`src/rtl/writeback_arbiter_pkg.sv`:
```
// Shared CPU constants for the register-file writeback path: port widths and
// the fixed requester slot assignment.
package writeback_arbiter_pkg;

    localparam int WB_NUM_REQ    = 3;
    localparam int WB_DATA_WIDTH = 32;
    localparam int WB_REG_WIDTH  = 5;

    localparam int REQ_ALU    = 0;
    localparam int REQ_LOAD   = 1;
    localparam int REQ_MULDIV = 2;

    typedef enum logic [1:0] {
        ID_ALU    = 2'd0,
        ID_LOAD   = 2'd1,
        ID_MULDIV = 2'd2
    } req_id_e;

endpackage

```
`src/rtl/writeback_arbiter_rr_arbiter.sv`:
```
// Combinational round-robin picker: first set bit of req at or after ptr,
// wrapping modulo NUM_REQ.
module rr_arbiter #(
    parameter int NUM_REQ = 3,
    parameter int PTR_W   = 2
) (
    input  logic [NUM_REQ-1:0] req,
    input  logic [PTR_W-1:0]   ptr,
    output logic [NUM_REQ-1:0] grant,
    output logic [PTR_W-1:0]   grant_idx,
    output logic               grant_any
);

    logic [PTR_W:0]   pos;
    logic [PTR_W-1:0] idx;

    always_comb begin
        grant     = '0;
        grant_idx = '0;
        grant_any = 1'b0;
        pos       = '0;
        idx       = '0;
        for (int k = 0; k < NUM_REQ; k++) begin
            // ptr is always < NUM_REQ, so one subtraction wraps correctly
            pos = {1'b0, ptr} + (PTR_W+1)'(k);
            if (pos >= (PTR_W+1)'(NUM_REQ))
                pos = pos - (PTR_W+1)'(NUM_REQ);
            idx = pos[PTR_W-1:0];
            if (!grant_any && req[idx]) begin
                grant_any  = 1'b1;
                grant[idx] = 1'b1;
                grant_idx  = idx;
            end
        end
    end

endmodule

```
`src/rtl/writeback_arbiter.sv`:
```
// Register-file write-port arbiter: one holding slot per requester, one
// round-robin grant per cycle, registered write outputs.
module writeback_arbiter
    import writeback_arbiter_pkg::*;
#(
    parameter int NUM_REQ    = WB_NUM_REQ,
    parameter int DATA_WIDTH = WB_DATA_WIDTH,
    parameter int REG_WIDTH  = WB_REG_WIDTH
) (
    input  logic                          clock,
    input  logic                          reset,
    input  logic [NUM_REQ-1:0]            req_valid,
    output logic [NUM_REQ-1:0]            req_ready,
    input  logic [NUM_REQ*DATA_WIDTH-1:0] req_data,
    input  logic [NUM_REQ*REG_WIDTH-1:0]  req_reg,
    input  logic                          hold,
    output logic                          output_write_enable,
    output logic [DATA_WIDTH-1:0]         output_write_data,
    output logic [REG_WIDTH-1:0]          output_write_reg,
    output logic [NUM_REQ-1:0]            pending_mask
);

    localparam int PTR_W = (NUM_REQ > 1) ? $clog2(NUM_REQ) : 1;

    logic [NUM_REQ-1:0][DATA_WIDTH-1:0] in_data;
    logic [NUM_REQ-1:0][REG_WIDTH-1:0]  in_reg;
    logic [NUM_REQ-1:0][DATA_WIDTH-1:0] slot_data;
    logic [NUM_REQ-1:0][REG_WIDTH-1:0]  slot_reg;
    logic [NUM_REQ-1:0]                 slot_full;
    logic [NUM_REQ-1:0]                 req_mask;
    logic [NUM_REQ-1:0]                 grant;
    logic [NUM_REQ-1:0]                 accept;
    logic [PTR_W-1:0]                   rr_ptr;
    logic [PTR_W-1:0]                   grant_idx;
    logic [PTR_W-1:0]                   next_ptr;
    logic                               grant_any;
    logic [DATA_WIDTH-1:0]              sel_data;
    logic [REG_WIDTH-1:0]               sel_reg;

    assign in_data = req_data;
    assign in_reg  = req_reg;

    // hold hides every slot from the arbiter, so nothing drains or rotates
    assign req_mask = hold ? '0 : slot_full;

    rr_arbiter #(
        .NUM_REQ (NUM_REQ),
        .PTR_W   (PTR_W)
    ) u_rr (
        .req       (req_mask),
        .ptr       (rr_ptr),
        .grant     (grant),
        .grant_idx (grant_idx),
        .grant_any (grant_any)
    );

    // a slot being drained this edge may be refilled on the same edge
    assign req_ready    = reset ? (~slot_full | grant) : '0;
    assign accept       = req_valid & req_ready;
    assign pending_mask = slot_full;

    assign sel_data = slot_data[grant_idx];
    assign sel_reg  = slot_reg[grant_idx];
    assign next_ptr = (grant_idx == PTR_W'(NUM_REQ-1)) ? '0 : grant_idx + 1'b1;

    always_ff @(posedge clock or negedge reset) begin
        if (!reset) begin
            slot_full <= '0;
            slot_data <= '0;
            slot_reg  <= '0;
        end else begin
            for (int i = 0; i < NUM_REQ; i++) begin
                if (accept[i]) begin
                    slot_full[i] <= 1'b1;
                    slot_data[i] <= in_data[i];
                    slot_reg[i]  <= in_reg[i];
                end else if (grant[i]) begin
                    slot_full[i] <= 1'b0;
                end
            end
        end
    end

    // writes to register 0 are consumed silently
    always_ff @(posedge clock or negedge reset) begin
        if (!reset) begin
            rr_ptr              <= '0;
            output_write_enable <= 1'b0;
            output_write_data   <= '0;
            output_write_reg    <= '0;
        end else if (grant_any) begin
            rr_ptr              <= next_ptr;
            output_write_enable <= (sel_reg != '0);
            output_write_data   <= (sel_reg != '0) ? sel_data : '0;
            output_write_reg    <= sel_reg;
        end else begin
            output_write_enable <= 1'b0;
            output_write_data   <= '0;
            output_write_reg    <= '0;
        end
    end

endmodule
```
`config.mk`:
```
export PLATFORM = sky130hd
export DESIGN_NAME = writeback_arbiter
export DESIGN_NICKNAME = d
export VERILOG_FILES = /design/src/rtl/writeback_arbiter_pkg.sv /design/src/rtl/writeback_arbiter_rr_arbiter.sv /design/src/rtl/writeback_arbiter.sv
export SDC_FILE = /design/constraint.sdc
export NUM_CORES = 1
export LEC_CHECK = 0
export ABC_AREA = 1
export CAP_MARGIN = 5
export CORE_MARGIN = 4
export CORE_UTILIZATION = 52
export CTS_BUF_LIST = sky130_fd_sc_hd__clkbuf_2 sky130_fd_sc_hd__clkbuf_4 sky130_fd_sc_hd__clkbuf_8
export DETAILED_ROUTE_END_ITERATION = 8
export GPL_TIMING_DRIVEN = 0
export PLACE_DENSITY = 0.84
export REMOVE_ABC_BUFFERS = 1
export SYNTH_ARGS = -nofsm -noshare
export SYNTH_HDL_FRONTEND = slang
export SYNTH_SLANG_ARGS = --single-unit
```
`constraint.sdc`:
```
create_clock -name clock -period 3.2 [get_ports clock]
set_input_delay 0.8 -clock clock [delete_from_list [all_inputs] [get_ports clock]]
set_output_delay 0.8 -clock clock [all_outputs]
set_load 0.02 [all_outputs]
```
# After elaboration in Yosys (flattened, before gate mapping)
# Cells that the tools add are included.
# W data, S select, Z words.
[totals]
regBits = 154
latchBits = 0
mem_bits_rw = 0
mem_bits_ro = 0
inputBits = 117
memories = 0
[op_classes]
addsub = 6
multipliers = 0
div_mod_pow = 0
n_lt_le_gt_ge = 10
eq_ne = 1
n_shift = 0
mux = 41
bitwise = 5
reduce_logical = 11
[op_table]
columns = ["cell", "count"]
rows = [
  ["$mux W32", 3],
  ["$bmux W32 S2", 1],
  ["$mux W1", 16],
  ["$mux W3", 5],
  ["$mux W2", 7],
  ["$lt A2 B3 Y1 const B", 4],
  ["$bmux W5 S2", 1],
  ["$mux W5", 2],
  ["$or A3 B3 Y3", 3],
  ["$bmux W1 S2", 3],
  ["$demux W1 S2", 3],
  ["$ge A2 B1 Y1 const B", 3],
  ["$ge A3 B2 Y1 const B", 2],
  ["$reduce_bool A2 Y1", 3],
  ["$sub A2 B2 Y2 const B", 3],
  ["$logic_and A1 B1 Y1", 5],
  ["$reduce_bool A5 Y1", 1],
  ["$add A2 B1 Y3 const B", 1],
  ["$add A2 B2 Y3 const B", 1],
  ["$and A3 B3 Y3", 1],
  ["$not A3 Y3", 1],
  ["$add A2 B1 Y2 const B", 1],
  ["$eq A2 B2 Y1 const B", 1],
  ["$ge A2 B2 Y1 const B", 1],
  ["$logic_not A1 Y1", 2],
]

# Longest topological paths before layout
# Gate-level depths: netlist (run 1).
[logic_depth]
ltp_word = 16
depth_mapped = 18

# By module
# Synthesis (run 1) repeated with hierarchy kept, for this count alone.
[unflattened]
cells_unflattened = 570
hier_area_um2 = 6453.7
[modules_own_cells]
columns = ["module", "n_inst", "cells_per_inst", "area_each_um2", "seq_area_each_um2"]
rows = [
  ["writeback_arbiter", 1, 506, 6120.9, 3853.7],
  ["rr_arbiter", 1, 64, 332.8, 0.0],
]

# Worst setup path after synthesis (run 1)
# OpenSTA, ideal clock, no wires.
[synth_path]
path_kind = "input-to-output"
from = "input port hold"
to = "output port req_ready[2]"
t_arrival_ps = 2070
setup_slack_ps = 330
cell_stages = 11
n_path_buf = 1
path_cell_list = "inv_2 -> nand2_1 -> nand2_1 -> nand3_1 -> nand2_2 -> nand3_2 -> inv_2 -> nand2_2 -> nand4_1 -> and2_1 -> clkbuf_1"
[synth_between]
elab_chain_cells = 12
word_cells_on_any_way = 20
classes_between = "13 x mux; 3 x bitwise; 4 x reduce/logical"
[synth_rtl]
columns = ["item", "line_no", "rtl"]
rows = [
  ["from (decl)", "writeback_arbiter.sv:16", "input logic hold,"],
  ["$mux W3 (*)", "writeback_arbiter.sv:44", "assign req_mask = hold ? '0 : slot_full;"],
  ["$bmux W1 S2", "writeback_arbiter_rr_arbiter.sv:29", "if (!grant_any && req[idx]) begin"],
  ["$mux W1 (implied by the code)", "writeback_arbiter_rr_arbiter.sv:29", ""],
  ["$mux W1", "writeback_arbiter_rr_arbiter.sv:29", ""],
  ["$logic_not A1 Y1", "writeback_arbiter_rr_arbiter.sv:29", ""],
  ["$logic_and A1 B1 Y1", "writeback_arbiter_rr_arbiter.sv:29", ""],
  ["$mux W1", "writeback_arbiter_rr_arbiter.sv:29", ""],
  ["$logic_not A1 Y1", "writeback_arbiter_rr_arbiter.sv:29", ""],
  ["$logic_and A1 B1 Y1", "writeback_arbiter_rr_arbiter.sv:29", ""],
  ["$mux W3 (*)", "writeback_arbiter_rr_arbiter.sv:29", ""],
  ["$or A3 B3 Y3 (*)", "writeback_arbiter.sv:58", "assign req_ready = reset ? (~slot_full | grant) : '0;"],
  ["$mux W3 (*)", "writeback_arbiter.sv:58", ""],
  ["to (decl)", "writeback_arbiter.sv:13", "output logic [NUM_REQ-1:0] req_ready,"],
]
# Mark *: on every way between the ends. The rest lies on a longest branch, timed or not. The select of a mux whose other input is x is not followed.

# Worst setup path in the final report (run 1)
[layout_path]
from = "register rr_ptr[1]"
to = "output port req_ready[0]"
[layout_between]
elab_chain_cells = 13
word_cells_on_any_way = 45
classes_between = "5 x add/sub; 9 x order compare; 21 x mux; 3 x bitwise; 7 x reduce/logical"
[layout_rtl]
columns = ["item", "line_no", "rtl"]
rows = [
  ["from (decl)", "writeback_arbiter.sv:33", "logic [PTR_W-1:0] rr_ptr;"],
  ["from (signal assigned)", "writeback_arbiter.sv:92", "rr_ptr <= next_ptr;"],
  ["$add A2 B1 Y3, or another cell as far along", "writeback_arbiter_rr_arbiter.sv:25", "pos = {1'b0, ptr} + (PTR_W+1)'(k);"],
  ["$ge A3 B2 Y1, or another cell as far along", "writeback_arbiter_rr_arbiter.sv:26", "if (pos >= (PTR_W+1)'(NUM_REQ))"],
  ["$mux W2, or another cell as far along", "writeback_arbiter_rr_arbiter.sv:26", ""],
  ["$lt A2 B3 Y1 (implied by the code), or another cell as far along", "writeback_arbiter_rr_arbiter.sv:31", "grant[idx] = 1'b1;"],
  ["$logic_and A1 B1 Y1 (implied by the code), or another cell as far along", "writeback_arbiter_rr_arbiter.sv:31", ""],
  ["$mux W1 (implied by the code), or another cell as far along", "writeback_arbiter_rr_arbiter.sv:31", ""],
  ["$demux W1 S2, or another cell as far along", "n/a", ""],
  ["$or A3 B3 Y3 (no line) or $mux W1 (tied branches)", "n/a", ""],
  ["$mux W3 or $logic_not A1 Y1 (tied branches)", "writeback_arbiter_rr_arbiter.sv:29", ""],
  ["$or A3 B3 Y3 (no line) or $logic_and A1 B1 Y1 (tied branches)", "n/a", ""],
  ["$mux W3 (*)", "writeback_arbiter_rr_arbiter.sv:29", ""],
  ["$or A3 B3 Y3 (*)", "writeback_arbiter.sv:58", ""],
  ["$mux W3 (*)", "writeback_arbiter.sv:58", ""],
]
# Marked as above.

==> out/metrics.csv, run 1 <==
stage;metric;value;unit
routing;total wire length after detailed routing;21620;µm
cells_and_area;core occupancy in the finished layout;72.87;%
setup_path;path length in cells of the critical path;13;
synthesis;#FFs+latches synth;154;
cells_and_area;fin nets;1099;
timing;unrepaired setup endpoints after global routing;yes;
routing;routed length on met1;8498;µm
outcome;outcome;complete, no violations;
synthesis;sequential fraction of the synthesis area;56.21;%
cells_and_area;Final Non-Filler Cells;1163;
place;buffers added on ports;160;
floorplan;placeable core region;12770;µm²
cells_and_area;commonest cells after routing, fill and taps aside;312 x sky130_fd_sc_hd__nand2_1, 154 x sky130_fd_sc_hd__dfrtp_1, 152 x sky130_fd_sc_hd__clkdlybuf4s50_1, 114 x sky130_fd_sc_hd__nand3_1, 47 x sky130_fd_sc_hd__nor2_1;
clocking;cell at the root of the clock tree;sky130_fd_sc_hd__clkbuf_8;
hold_path;class of the tightest hold or removal check;in2async;
routing;number of detailed-route iterations in the first pass;7;
timing;Setup TNS Final;0;ps
clocking;TritonCTS clock tree;done;
setup_path;cell with the largest stage delay on the worst path;sky130_fd_sc_hd__dfrtp_1;
timing;Final Slew Violations;0;
setup_path;Crit path max-delay family;simple AND/OR/NAND/NOR gates;
timing;Worst-Margin Slew;1387;ps
global_routing;gr usage total;27.94;%
cells_and_area;fraction of layout instances using a drive strength above 1;11.91;%
timing;Final setup viols;0;
power_and_ir_drop;leak pwr;0.004525;µW
floorplan;initial core utilization;53.67;%
synthesis;fraction of registers with async set/reset;100.0;%
synthesis;gate count of the mapped netlist;822;
clocking;number of buffers created by CTS;17;
clocking;Clk pin slew, worst setup/hold paths;80;ps
routing;residual antenna-violating net count after detailed routing;0;
setup_path;Crit path required time;2400;ps
run;maximum capacitance violations;0;
clocking;CTS Sinks;154;
floorplan;overall die area;15080;µm²
timing;worst slew margin relative to its limit;6.849;%
synthesis;distinct cell type count of the synthesized netlist;28;
routing;Vias;6496;
timing;highest attainable clock frequency;0.3165;GHz
power_and_ir_drop;maximum resistive drop on vdd;0.6313;mV
routing;post-DR vias/cell;5.586;
place;Post-DP HPWL;11350;µm
place;routability-driven placement congestion ratio;0.8390;
floorplan;Die X;122.8;µm
cells_and_area;count of antenna diodes in the layout;0;
setup_path;Critical Setup Path Class;reg2out;
synthesis;number of warning messages in the yosys log;0;
synthesis;post-synthesis cell area;6855;µm²
timing;portion of the clock cycle consumed by the worst path in the final layout;98.73;%
power_and_ir_drop;total power divided by cell area;1149;nW/µm²
global_routing;maximum number of pins on one net before global-route repair;92;
cells_and_area;most frequent standard cell in the layout excluding fill and tap cells;sky130_fd_sc_hd__nand2_1;
clocking;clock latency reported for the late side of the worst-skew pair;450;ps
floorplan;die height;122.8;µm
global_routing;overall overflow remaining after global route;0;
synthesis;commonest register cell after synthesis;sky130_fd_sc_hd__dfrtp_1;
clocking;Max H-tree Level;4;
clocking;number of hold-repair buffers added at the cts stage;0;
cells_and_area;area growth from synthesis to final layout;35.77;%
cells_and_area;number of flip-flops under the largest register name;96;
setup_path;Arrival @ worst endpoint;2360;ps
setup_path;crit-path cells;inv_2 -> ha_4 -> inv_4 -> nand3_2 -> nand2_2 -> a21oi_4 -> nand3_2 -> inv_2 -> nand2_2 -> o2111ai_2 -> and2_4 -> buf_16 -> buf_8;
routing;DR WL met2;10510;µm
setup_path;worst path buffer plus inverter count;5;
synthesis;EDFF count, synth;0;
setup_path;element type at the critical path end;output pin;
timing;number of hold-slack violations in the final timing report;0;
timing;post-route minimum period;3159;ps
timing;post-route worst hold slack;351.4;ps
cells_and_area;number of filler instances in the final layout;937;
setup_path;type of origin of the critical path;register;
synthesis;mean cell area of the mapped netlist;8.340;µm²
global_routing;number of antenna violations at the first check in global routing;0;
global_routing;via count of the first global-routing pass;6274;
clocking;Max clock buf depth;2;
routing;DRC;0;
routing;Max Used Layer;met4;
setup_path;worst stage delay on the critical path;440;ps
global_routing;wire length of the first global-routing pass;31740;µm
floorplan;cell row count;41;
routing;number of DRC markers after the initial detailed-route iteration;687;
timing;maximum clock skew at final layout;12.35;ps
routing;mean routed wirelength per cell;18.59;µm
setup_path;R2R cell count;11;
setup_path;critical-path maximum fanout;8;
routing;met3 wire len;2061;µm
place;placed insts;1102;
floorplan;Top-Level Pins;161;
area by class of cell:
cell class                      instances  area (µm²)  area share, %
Tap cell                              172       215.2          2.312
Sequential cell                       154        3854          41.40
Clock buffer                           21       264.0          2.836
Timing Repair Buffer                  189        1909          20.51
Multi-Input combinational cell        594        2830          30.41
Clock inverter                         11       145.1          1.559
Inverter                               22       90.09         0.9679
power by group:
part / total, µW / switching (µW) / internal, µW
combinational: 5920 / 3730 / 2200
clock: 1540 / 730 / 805
sequential: 3240 / 422 / 2820
total: 10700 / 4880 / 5820
metal layers:
| layer | track usage, % | up-vias |
|---|---|---|
| li1 | - | 2984 |
| met1 | 35.45 | 3093 |
| met2 | 46.81 | 369 |
| met3 | 5.899 | 50 |
| met4 | 11.20 | 0 |
| met5 | 0 | - |
repair_timing:
action                     in CTS  in global routing
pin swaps                       5                  7
resized for setup              24                 26
setup endpoints to repair     150                 65
setup buffers                  18                  6
gates cloned                    4                  1
stage by stage:
step | area [µm²] | total power, µW | worst slack, ps
3_3_place_gp | 8404 | 7788 | -6914
5_1_grt | 9308 | 11400 | -64.98
2_1_floorplan | 6588 | 6303 | -330.2
4_1_cts | 9161 | 10210 | 3.009
3_5_place_dp | 8497 | 8063 | -1306
6_report | 9308 | 10700 | 40.57
cell usage after synthesis, types with 4 or more instances:
cell type	count	area [µm²]
sky130_fd_sc_hd__inv_1	13	48.80
sky130_fd_sc_hd__nand2_1	319	1197
sky130_fd_sc_hd__dfrtp_1	154	3854
sky130_fd_sc_hd__clkbuf_1	19	71.32
sky130_fd_sc_hd__nand2_2	8	50.05
sky130_fd_sc_hd__ha_1	4	50.05
sky130_fd_sc_hd__buf_2	31	155.2
sky130_fd_sc_hd__a31oi_1	32	200.2
sky130_fd_sc_hd__a21oi_1	41	205.2
sky130_fd_sc_hd__nor2_1	48	180.2
sky130_fd_sc_hd__inv_2	9	33.78
sky130_fd_sc_hd__nand3_1	117	585.6
path summary, 6_finish.rpt:
check,from,slack [ps],endpoint
worst min-delay path,reset,350,slot_reg[8]
max in group asynchronous,reset,2010,slot_data[14]
worst max register to register,rr_ptr[1],90,output_write_data[4]
worst min register to register,slot_data[28],470,slot_data[28]
worst max-delay path,rr_ptr[1],40,req_ready[0]
min in group clock,slot_data[28],470,slot_data[28]
cell families after synthesis:
logic type | Yosys count | synth area share (%)
AOI/OAI and AO/OA | 78 | 6.772
adders and majority gates | 4 | 0.7301
buffers and inverters | 78 | 5.110
DFF | 154 | 56.21
and+or+nand+nor | 508 | 31.17
worst register-to-register path, delay by kind of cell, from the launching register on:
kind | cells | cell delay [ps]
and+or+nand+nor | 5 | 1400
DFF | 1 | 440
adders and majority gates | 1 | 220
AOI/OAI and AO/OA | 1 | 340
buffers and inverters | 4 | 600
Power figures use the tool's default switching activity.
==> run 2, diff against run 1 <==
--- a/config.mk
+++ b/config.mk
@@ -10,8 +10,11 @@
 export CORE_MARGIN = 4
 export CORE_UTILIZATION = 52
 export CTS_BUF_LIST = sky130_fd_sc_hd__clkbuf_2 sky130_fd_sc_hd__clkbuf_4 sky130_fd_sc_hd__clkbuf_8
+export CTS_CLUSTER_DIAMETER = 100
+export CTS_CLUSTER_SIZE = 30
 export DETAILED_ROUTE_END_ITERATION = 8
 export GPL_TIMING_DRIVEN = 0
+export MAX_ROUTING_LAYER = met4
 export PLACE_DENSITY = 0.84
 export REMOVE_ABC_BUFFERS = 1
 export SYNTH_ARGS = -nofsm -noshare
==> run 2 against run 1 <==
  * Wire length decreased by 0.26%
  * Maximum frequency shrank 0.28%
  * Hold slack worse by 12 ps
  * Largest cell class unchanged
  * Sequential power about the same
  * Via count decreased by 0.18%
  * Critical endpoint unchanged
  * Cell count unchanged
  * Sequential cell count unchanged
==> out/metrics.csv, run 2 (synthesis results as in run 1) <==
stage;metric;value;unit;change
outcome;outcome;complete, no violations;;
power_and_ir_drop;total power divided by cell area;1149;nW/µm²;about the same
clocking;CTS Sinks;154;;unchanged
floorplan;die height;122.8;µm;unchanged
floorplan;Top-Level Pins;161;;unchanged
cells_and_area;fraction of layout instances using a drive strength above 1;11.91;%;unchanged
setup_path;element type at the critical path end;output pin;;
cells_and_area;count of antenna diodes in the layout;0;;unchanged
routing;post-DR vias/cell;5.575;;-0.18%
routing;total wire length after detailed routing;21570;µm;-0.26%
global_routing;maximum number of pins on one net before global-route repair;92;;unchanged
power_and_ir_drop;internal power consumption;5818;µW;about the same
setup_path;Critical Setup Path Class;reg2out;;
place;buffers added on ports;160;;unchanged
timing;post-route minimum period;3168;ps;+8.735 ps
timing;Final setup viols;0;;unchanged
power_and_ir_drop;sequential fraction of design power;30.3;%;about the same
clocking;Max H-tree Level;4;;unchanged
cells_and_area;most frequent standard cell in the layout excluding fill and tap cells;sky130_fd_sc_hd__nand2_1;;
timing;Final Slew Violations;0;;unchanged
place;Post-DP HPWL;11350;µm;unchanged
setup_path;Arrival @ worst endpoint;2370;ps;about the same
cells_and_area;number of flip-flops under the largest register name;96;;unchanged
routing;Vias;6484;;-0.18%
timing;maximum clock skew at final layout;14.81;ps;+2.467 ps
timing;worst slew margin relative to its limit;11.45;%;+4.6 points
power_and_ir_drop;clock network power share;14.3;%;about the same
global_routing;gr usage total;28.75;%;+0.81 points
routing;number of DRC markers after the initial detailed-route iteration;703;;+2.3%
routing;number of detailed-route iterations in the first pass;6;;-1
timing;number of hold-slack violations in the final timing report;0;;unchanged
global_routing;via count of the first global-routing pass;6253;;-0.33%
power_and_ir_drop;post-layout total power;10690;µW;about the same
timing;crit path setup slack, layout;31.84;ps;-8.735 ps
place;pre-CTS setup slack;-1306;ps;unchanged
place;routability-driven placement congestion ratio;0.8520;;+1.5%
floorplan;overall die area;15080;µm²;unchanged
floorplan;Die X;122.8;µm;unchanged
setup_path;Worst R2R Start;rr_ptr[1];;
timing;highest attainable clock frequency;0.3156;GHz;-0.28%
cells_and_area;commonest cells after routing, fill and taps aside;312 x sky130_fd_sc_hd__nand2_1, 154 x sky130_fd_sc_hd__dfrtp_1, 152 x sky130_fd_sc_hd__clkdlybuf4s50_1, 114 x sky130_fd_sc_hd__nand3_1, 47 x sky130_fd_sc_hd__nor2_1;;
clocking;TritonCTS clock tree;done;;
setup_path;Crit path required time;2400;ps;about the same
clocking;Clk pin slew, worst setup/hold paths;80;ps;about the same
setup_path;worst stage delay on the critical path;440;ps;about the same
setup_path;Crit path max-delay family;simple AND/OR/NAND/NOR gates;;
setup_path;type of origin of the critical path;register;;
power_and_ir_drop;maximum resistive drop on vdd;0.6346;mV;+0.52%
timing;portion of the clock cycle consumed by the worst path in the final layout;99.01;%;+0.27 points
setup_path;CP Capture Point;req_ready[0];;
setup_path;R2R cell count;11;;unchanged
global_routing;number of antenna violations at the first check in global routing;0;;unchanged
power_and_ir_drop;Comb power frac;55.4;%;about the same
setup_path;endpoint of the most critical register-to-register path;output_write_data[4];;
timing;unrepaired setup endpoints after global routing;yes;;
hold_path;class of the tightest hold or removal check;in2async;;
global_routing;overall overflow remaining after global route;0;;unchanged
cells_and_area;fin nets;1099;;unchanged
routing;DRC;0;;unchanged
cells_and_area;area growth from synthesis to final layout;35.77;%;unchanged
setup_path;critical-path maximum fanout;8;;unchanged
power_and_ir_drop;Psw;4877;µW;about the same
power_and_ir_drop;switching share of power;45.60;%;about the same
clocking;Max clock buf depth;2;;unchanged
setup_path;Reg2Reg Setup Slack;130;ps;+40 ps
floorplan;initial core utilization;53.67;%;unchanged
global_routing;wire length of the first global-routing pass;31740;µm;unchanged
power_and_ir_drop;leak pwr;0.004525;µW;unchanged
timing;Worst-Margin Slew;1318;ps;-68.56 ps
floorplan;cell row count;41;;unchanged
routing;residual antenna-violating net count after detailed routing;0;;unchanged
timing;Setup TNS Final;0;ps;unchanged
clocking;cell at the root of the clock tree;sky130_fd_sc_hd__clkbuf_8;;
floorplan;placeable core region;12770;µm²;unchanged
setup_path;beginning of the critical path;rr_ptr[1];;
clocking;clock latency reported for the late side of the worst-skew pair;460;ps;about the same
setup_path;worst path buffer plus inverter count;5;;unchanged
setup_path;crit-path cells;inv_2 -> ha_4 -> inv_4 -> nand3_2 -> nand2_2 -> a21oi_4 -> nand3_2 -> inv_2 -> nand2_2 -> o2111ai_2 -> and2_4 -> buf_16 -> buf_8;;
routing;mean routed wirelength per cell;18.54;µm;-0.26%
clocking;number of buffers created by CTS;17;;unchanged
run;maximum capacitance violations;0;;unchanged
setup_path;path length in cells of the critical path;13;;unchanged
setup_path;cell with the largest stage delay on the worst path;sky130_fd_sc_hd__dfrtp_1;;
## run 2: power by group through the flow
| stage | combinational (µW) | clock (µW) | sequential (µW) |
|---|---|---|---|
| 6_report | 5920 | 1530 | 3240 |
| 5_1_grt | 6460 | 1640 | 3310 |
| 4_1_cts | 5460 | 1550 | 3210 |
| 3_5_place_dp | 4820 | 0 | 3240 |
| 3_3_place_gp | 4570 | 0 | 3220 |
| 2_1_floorplan | 2930 | 0 | 3370 |
## run 2: area by class of cell
cell class | count | area, µm²
clock buffers | 21 | 264.0
inverters | 22 | 90.09
flip-flops and latches | 154 | 3854
multi-input cells | 594 | 2830
well taps | 172 | 215.2
clock inverters | 11 | 145.1
fillers | 938 | 3466
repair buffers | 189 | 1909
## run 2: routing by layer
layer | global-route usage (%) | part of all wire (%) | vias to the layer above
met5 | - | 0 | -
met1 | 35.94 | 39 | 3043
met2 | 46.46 | 48 | 408
met4 | 11.55 | 2.6 | 0
met3 | 5.346 | 10 | 55
li1 | - | - | 2978
## run 2: worst min path at each step
stage / from / end / slack (ps) / depth (start not counted)
after floorplan: slot_reg[2] / slot_reg[2] / 430 / 2
after global placement: slot_reg[2] / slot_reg[2] / 450 / 2
after detailed placement: slot_data[33] / slot_data[33] / 460 / 2
after CTS: reset / pending_mask[1] / 360 / 1
after global routing: reset / slot_reg[8] / 380 / 1
final: reset / pending_mask[1] / 340 / 1
## run 2: timing repair
action                                  CTS  global route
buffers inserted                         18             6
cloned                                    4             1
resized for setup                        24            26
hold buffers                              0             0
pin swaps                                 5             7
endpoints found under the setup margin  150            65
## run 2: metrics by stage
stage	hold slack [ps]	instance area (µm²)	instances	utilization, %
6_report	339.5	9308	1163	72.87
5_1_grt	384.7	9308	1163	72.87
4_1_cts	359.1	9161	1156	71.72
3_5_place_dp	458.2	8497	1102	66.52
3_3_place_gp	450.6	8404	1098	65.79
2_1_floorplan	433.2	6588	766	-
